### src/rtl/division.sv
// Iterative signed 32-bit divider with MIPS div semantics: LO gets the quotient, HI the remainder.
// Restoring shift-subtract on operand magnitudes, one quotient bit per cycle, then sign fix-up.
module division (
  input  logic        clock,
  input  logic        reset,
  input  logic        enable,
  input  logic [31:0] A,
  input  logic [31:0] B,
  output logic [1:0]  stateOut,
  output logic [31:0] HI,
  output logic [31:0] LO,
  output logic        divZero
);

  localparam logic [1:0] StStart = 2'd0;
  localparam logic [1:0] StCalc  = 2'd1;
  localparam logic [1:0] StFix   = 2'd2;
  localparam logic [1:0] StDone  = 2'd3;

  logic [1:0]  state_q, state_d;
  logic [31:0] dvsr_q, dvsr_d;
  logic [32:0] rem_q, rem_d;
  logic [31:0] quo_q, quo_d;
  logic [5:0]  count_q, count_d;
  logic        q_neg_q, q_neg_d;
  logic        r_neg_q, r_neg_d;
  logic [31:0] hi_q, hi_d;
  logic [31:0] lo_q, lo_d;
  logic        div_zero_q, div_zero_d;

  logic [32:0] rem_sh;
  logic [33:0] trial;

  function automatic logic [31:0] mag(input logic [31:0] x);
    return x[31] ? (~x + 32'd1) : x;
  endfunction

  // Shift {rem,quo} left by one and try subtracting the divisor; bit 33 flags a negative trial.
  assign rem_sh = {rem_q[31:0], quo_q[31]};
  assign trial  = {1'b0, rem_sh} - {2'b00, dvsr_q};

  always_comb begin
    state_d    = state_q;
    dvsr_d     = dvsr_q;
    rem_d      = rem_q;
    quo_d      = quo_q;
    count_d    = count_q;
    q_neg_d    = q_neg_q;
    r_neg_d    = r_neg_q;
    hi_d       = hi_q;
    lo_d       = lo_q;
    div_zero_d = div_zero_q;
    unique case (state_q)
      StStart: begin
        if (enable) begin
          if (B == 32'd0) begin
            div_zero_d = 1'b1;
          end else begin
            div_zero_d = 1'b0;
            q_neg_d    = A[31] ^ B[31];
            r_neg_d    = A[31];
            quo_d      = mag(A);
            dvsr_d     = mag(B);
            rem_d      = 33'd0;
            count_d    = 6'd0;
            state_d    = StCalc;
          end
        end
      end
      StCalc: begin
        rem_d   = trial[33] ? rem_sh : trial[32:0];
        quo_d   = {quo_q[30:0], ~trial[33]};
        count_d = count_q + 6'd1;
        if (count_q == 6'd31) state_d = StFix;
      end
      StFix: begin
        if (q_neg_q) quo_d = ~quo_q + 32'd1;
        if (r_neg_q) rem_d = {rem_q[32], ~rem_q[31:0] + 32'd1};
        state_d = StDone;
      end
      StDone: begin
        hi_d    = rem_q[31:0];
        lo_d    = quo_q;
        state_d = StStart;
      end
      default: state_d = StStart;
    endcase
  end

  always_ff @(posedge clock) begin
    if (reset) begin
      state_q    <= StStart;
      dvsr_q     <= 32'd0;
      rem_q      <= 33'd0;
      quo_q      <= 32'd0;
      count_q    <= 6'd0;
      q_neg_q    <= 1'b0;
      r_neg_q    <= 1'b0;
      hi_q       <= 32'd0;
      lo_q       <= 32'd0;
      div_zero_q <= 1'b0;
    end else begin
      state_q    <= state_d;
      dvsr_q     <= dvsr_d;
      rem_q      <= rem_d;
      quo_q      <= quo_d;
      count_q    <= count_d;
      q_neg_q    <= q_neg_d;
      r_neg_q    <= r_neg_d;
      hi_q       <= hi_d;
      lo_q       <= lo_d;
      div_zero_q <= div_zero_d;
    end
  end

  assign stateOut = state_q;
  assign HI       = hi_q;
  assign LO       = lo_q;
  assign divZero  = div_zero_q;

endmodule

### config.mk
export PLATFORM = sky130hd
export DESIGN_NAME = division
export DESIGN_NICKNAME = d
export VERILOG_FILES = /design/src/rtl/division.sv
export SDC_FILE = /design/constraint.sdc
export NUM_CORES = 1
export LEC_CHECK = 0
export CORE_MARGIN = 5
export CORE_UTILIZATION = 52
export CTS_CLUSTER_SIZE = 12
export DETAILED_ROUTE_END_ITERATION = 12
export GPL_TIMING_DRIVEN = 1
export PLACE_DENSITY = 0.78
export SYNTH_ARGS = -nofsm -noshare
export SYNTH_HDL_FRONTEND = slang
export SYNTH_SLANG_ARGS = --single-unit
export TNS_END_PERCENT = 20
### constraint.sdc
create_clock -name clock -period 3.3 [get_ports clock]
set_clock_uncertainty 0.2 [all_clocks]
set_input_delay 0.825 -clock clock [delete_from_list [all_inputs] [get_ports clock]]
set_output_delay 0.825 -clock clock [all_outputs]
set_load 0.01 [all_outputs]
==> results of run 1 <==
cells in the mapped netlist (13+ instances only):
| master | n |
|---|---|
| o22ai_1 | 13 |
| mux2i_1 | 84 |
| nor3_1 | 40 |
| inv_1 | 62 |
| clkbuf_1 | 72 |
| a21o_1 | 16 |
| xor2_1 | 51 |
| a21oi_1 | 95 |
| a211oi_1 | 38 |
| nand2b_1 | 13 |
| dfxtp_1 | 171 |
| o211ai_1 | 25 |
| or3_1 | 26 |
| nor2_1 | 195 |
| xnor2_1 | 46 |
| ha_1 | 42 |
| o21ai_0 | 90 |
| o31ai_1 | 23 |
| nand2_1 | 116 |
| nand3_1 | 30 |
critical path: stages:
cell	delay, ps
clkdlybuf4s50_1	420
or4_4	550
or3_1	360
or4_4	540
o31ai_4	230
xor2_1	180
a211oi_1	90
a22o_1	210
logic make-up after synthesis:
family,share of synthesized area
mux,0.0727
fa+ha+maj,0.0472
flops,0.296
buf+inv,0.0572
xor+xnor,0.0734
simple gates,0.219
compound gates,0.234
power by group through the flow:
| stage | logic (mW) | clock network, mW | registers (mW) |
|---|---|---|---|
| 2_1_floorplan | 4.77 | 0 | 2.76 |
| 3_3_place_gp | 6.60 | 0 | 2.99 |
| 3_5_place_dp | 6.71 | 0 | 3.00 |
| 4_1_cts | 6.78 | 2.10 | 2.96 |
| 5_1_grt | 7.61 | 2.20 | 3.03 |
| 6_report | 6.95 | 2.08 | 2.97 |
layout by cell type, fill, tap and decap left out, types with 5 or more instances in the layout:
cell | synthesis | final
mux2i_1 | 84 | 84
nand4_1 | 12 | 12
buf_12 | 0 | 10
o22ai_1 | 13 | 12
o21ai_1 | 11 | 14
o221ai_1 | 5 | 5
o31ai_1 | 23 | 22
or4_1 | 9 | 6
o41ai_1 | 7 | 7
ha_1 | 42 | 39
a21oi_1 | 95 | 93
inv_1 | 62 | 62
nand3_1 | 30 | 30
or4_4 | 5 | 8
dfxtp_1 | 171 | 171
nand2_1 | 116 | 116
a21boi_0 | 7 | 7
nor2b_1 | 9 | 9
a22oi_1 | 6 | 6
o21a_1 | 5 | 5
a21o_1 | 16 | 16
o21ai_0 | 90 | 86
clkbuf_16 | 0 | 17
a211oi_1 | 38 | 36
xor2_1 | 51 | 51
clkdlybuf4s50_1 | 0 | 129
nor3_1 | 40 | 37
buf_4 | 2 | 178
a221o_1 | 9 | 9
nor4_1 | 10 | 8
a31oi_1 | 9 | 9
nand2b_1 | 13 | 13
a221oi_1 | 11 | 11
or3_1 | 26 | 26
o211ai_1 | 25 | 25
nor2_1 | 195 | 193
xnor2_1 | 46 | 46
layout make-up:
cell class | instances | area (um^2) | share of cell area
tap | 280 | 350 | 0.0231
sequential | 171 | 3420 | 0.226
clock inverter | 13 | 154 | 0.0102
inverter | 63 | 236 | 0.0156
timing repair buffer | 324 | 2910 | 0.192
multi-input combinational | 1142 | 7640 | 0.504
clock buffer | 18 | 439 | 0.0290
final timing paths:
kind	start	to	slack, ps	depth (start not counted)
setup / recovery	A[9]	quo_q[27]	20	8
hold / removal	dvsr_q[31]	dvsr_q[31]	280	2
setup reg to reg	rem_q[0]	rem_q[19]	110	11
hold reg to reg	dvsr_q[31]	dvsr_q[31]	280	2
state kept, by name (all words and copies together), names as in the netlist:
name,flops
HI,32
LO,32
count_q,6
divZero,1
dvsr_q,32
q_neg_q,1
quo_q,32
r_neg_q,1
rem_q,32
stateOut,2
layer usage:
| layer | up-vias | share of wire | global-route usage |
|---|---|---|---|
| li1 | 5823 | - | - |
| met1 | 5572 | 0.40 | 0.300 |
| met2 | 418 | 0.50 | 0.474 |
| met3 | 105 | 0.051 | 0.0432 |
| met5 | - | 0 | 0 |
| met4 | 0 | 0.049 | 0.128 |
stage by stage:
stage | util | std cells | instance area, um^2
2_1_floorplan | - | 1476 | 11600
5_1_grt | 0.692 | 2011 | 15200
4_1_cts | 0.685 | 2009 | 15000
3_3_place_gp | 0.657 | 1978 | 14400
6_report | 0.692 | 2011 | 15200
3_5_place_dp | 0.657 | 1978 | 14400
what timing repair did:
item	CTS	global route
endpoints found under the hold margin	0	0
resized for setup	4	35
setup buffers	0	2
pin swaps	3	10
endpoints found under the setup margin	10	69
==> flow_summary.ini, run 1 <==
[run_status]
status = finished, final reports clean

[clock_network]
numCtsBuffers = 17
clk_pin_slew_ps = 70
clkLatencyLatePin_ps = 440
cts_tree = built
cts_htree_levels = 4
cts_sinks = 171
cts_hold_buffers = 0
cts_max_path_buffers = 2
root_buffer = clkbuf_16

[power]
p_int_mw = 6.59
seq_power_share = 0.248
clock_power_share = 0.173
p_total_mw = 12.0
swShare = 0.451
powerDensity_nw_per_um2 = 792
power_frac_comb = 0.579
ir_drop_mv = 0.440
power_switching_mw = 5.41
p_leak_nw = 5.88

[yosys]
synth_cell_types = 86
yosys_warnings = 0
synthCells = 1476
ys_seq_area_frac = 0.296
synth-seq-cells = 171
avgSynthCellArea_um2 = 7.84
synthFlopType = dfxtp_1
syn_nets = 1586
synth_area_leader_cell = dfxtp_1
yosysTopAreaCellShare = 0.296
synth-edff-count = 0
async_flop_share = 0
netlist_area_um2 = 11600
synth_area_leaders = dfxtp_1 30%, mux2i_1 7.3%, nor2_1 6.3%

[grt]
overflow = 0
antenna_found_initial = 0
grt_pass1_vias = 11500
grtUsageTotal = 0.263
grt_max_degree = 77
grt_pass1_wl_um = 56300

[critical_path]
cp_max_fo = 3
critPathKind = in -> reg
worst_setup_path_end_kind = register
worstPathArrival_ps = 3420
critPathLaunchType = input pin
cp.required_ps = 3440

[floorplan]
coreArea_um2 = 21900
ioPinCount = 134
dieArea_um2 = 25300
fp-row-count = 54
die_w_um = 159
die_h_um = 159
start_util = 0.528

[timing]
holdWs_ps = 281
relSlewSlack = 0.622
rsz0062_at_grt = yes
final_max_slew_viol_count = 0
setup_viol = 0
fin_ws_ps = 15.7
final_hold_viol_count = 0
fmax_mhz = 304
post-route-period-util = 0.995
post-route-min-period_ps = 3280
tns_ps = 0
tightest_slew_ps = 567

[finish]
fillers = 1837
diodes = 0
final_nets = 1829
area_growth_pct = 31.0
drive_gt1_frac = 0.160

[placed_design]
routabilityCongestion = 0.951
portBuffers = 133
place_ws_ps = -482
hpwl_um = 25800

[detailed_routing]
avgViaCountPerCell = 5.93
dr.pass1.iters = 5
route.detailed.drc = 0
wire_per_inst_um = 17.3
vias = 11900
initialDrtViolationCount = 1000
postRouteAntennaNets = 0
drt-total-wl_um = 34800

[job]
maxCapViolations = 0

[worst_hold_path]
holdCritPathClass = reg -> reg
No activity file was read; power rests on OpenSTA's default activity.
==> run 2: changes to the inputs <==
--- a/config.mk
+++ b/config.mk
@@ -6,11 +6,11 @@
 export NUM_CORES = 1
 export LEC_CHECK = 0
 export CORE_MARGIN = 5
-export CORE_UTILIZATION = 52
+export CORE_UTILIZATION = 25
 export CTS_CLUSTER_SIZE = 12
 export DETAILED_ROUTE_END_ITERATION = 12
 export GPL_TIMING_DRIVEN = 1
-export PLACE_DENSITY = 0.78
+export MAX_ROUTING_LAYER = met4
 export SYNTH_ARGS = -nofsm -noshare
 export SYNTH_HDL_FRONTEND = slang
 export SYNTH_SLANG_ARGS = --single-unit
==> flow_summary.ini, run 2 (synthesis results as in run 1) <==
[job]
maxCapViolations = 0

[clock_network]
clk_pin_slew_ps = 70
cts_max_path_buffers = 2
clkLatencyLatePin_ps = 450
cts_htree_levels = 4
root_buffer = clkbuf_16
cts_tree = built
cts_hold_buffers = 0
cts_sinks = 171
numCtsBuffers = 17

[finish]
layout.cells.non_filler = 2339
area_growth_pct = 35.2
final_nets = 1837
post-route-cell-area_um2 = 15600
drive_gt1_frac = 0.163
final_common_cell = nor2_1
final_cell_mix = 192 x nor2_1, 186 x buf_4, 171 x dfxtp_1

[critical_path]
cp_max_fo = 6
worst_setup_path_end_kind = register
startpoint = quo_q[31]
r2r-start = quo_q[31]
critPathKind = reg -> reg
reg2reg_slack_ps = 60
worstPathArrival_ps = 3380
reg2reg_depth = 13
critPathLaunchType = register
cp.required_ps = 3440

[worst_hold_path]
holdCritPathClass = reg -> reg
hold_depth = 2
hold_start = divZero

[floorplan]
dieArea_um2 = 50700
ioPinCount = 134
coreArea_um2 = 45600
die_h_um = 225
fp-row-count = 78
die_w_um = 225
start_util = 0.254

[timing]
final_max_slew_viol_count = 0
relSlewSlack = 0.564
fmax_mhz = 308
tightest_slew_ps = 654
post-route-min-period_ps = 3240
fin_ws_ps = 56.5
final_hold_viol_count = 0
post-route-period-util = 0.983
rsz0062_at_grt = yes
holdWs_ps = 260
setup_viol = 0

[power]
p_total_mw = 12.1
ir_drop_mv = 0.475
powerDensity_nw_per_um2 = 771
p_leak_nw = 5.99

[detailed_routing]
wire_per_inst_um = 16.3
dr.pass1.iters = 7
initialDrtViolationCount = 700
postRouteAntennaNets = 0
vias = 11600
avgViaCountPerCell = 4.97
drt-total-wl_um = 38200
route.detailed.drc = 0

[grt]
grtUsageTotal = 0.151
antenna_found_initial = 1
overflow = 0
grt_max_degree = 111
grt_pass1_vias = 11100
grt_pass1_wl_um = 60500

[placed_design]
placed_area_um2 = 14800
place_ws_ps = -621
placedCellCount = 2304
portBuffers = 133
hpwl_um = 29300
routabilityCongestion = 0.889

[run_status]
status = finished, final reports clean
-- run 2: cell types whose count changed in the layout (fill, tap and decap cells not counted), moves of 3 or more --
cell / before / now
a21oi_2: 2 / 5
inv_6: 4 / 1
buf_4: 178 / 186
a21oi_1: 93 / 90
dlymetal6s2s_1: 3 / 9
clkdlybuf4s50_1: 129 / 123
-- run 2: cell type report --
| class | count | area, um^2 |
|---|---|---|
| well taps | 600 | 751 |
| clock buffers | 20 | 447 |
| repair buffers | 332 | 3000 |
| fillers | 4666 | 29900 |
| diodes | 1 | 2.50 |
| multi-input cells | 1142 | 7640 |
| flip-flops and latches | 171 | 3420 |
| inverters | 63 | 236 |
| clock inverters | 10 | 143 |
-- run 2: per-layer routing --
metal | global-route usage | wire length [um] | vias up
li1 | - | - | 5828
met1 | 0.203 | 18300 | 5471
met2 | 0.237 | 17400 | 299
met3 | 0.0218 | 1720 | 36
met4 | 0.0414 | 699 | 0
met5 | - | 0 | -
-- run 2: power breakdown --
group	internal [mW]	switching (mW)
logic	3.01	3.96
registers	2.44	0.562
clock network	1.21	0.878
total	6.66	5.40
-- run 2: repair_timing --
action,CTS,global route
setup buffers,0,2
endpoints found under the setup margin,40,44
cloned,0,2
resized for setup,8,36
pin swaps,0,12
endpoints found under the hold margin,0,0
-- run 2: per-stage QoR --
stage,util,setup TNS [ps]
6_report,0.343,0
5_1_grt,0.343,-78.9
4_1_cts,0.339,0
3_5_place_dp,0.325,-43430
3_3_place_gp,0.325,-37810
2_1_floorplan,-,0
-- run 2: worst max-delay path, stage by stage, from the launching register on --
cell	delay (ps)
dfxtp_1	320
inv_1	120
ha_1	200
inv_1	60
fa_1	400
a211oi_2	280
o21ai_0	170
a21oi_2	180
o22ai_2	180
a21oi_2	210
o31ai_1	120
xnor2_1	240
a21oi_1	120
a221o_1	340
-- run 2: final timing paths --
kind,to
worst max register to register,rem_q[30]
worst min register to register,divZero
worst min-delay path,divZero
worst max-delay path,rem_q[30]
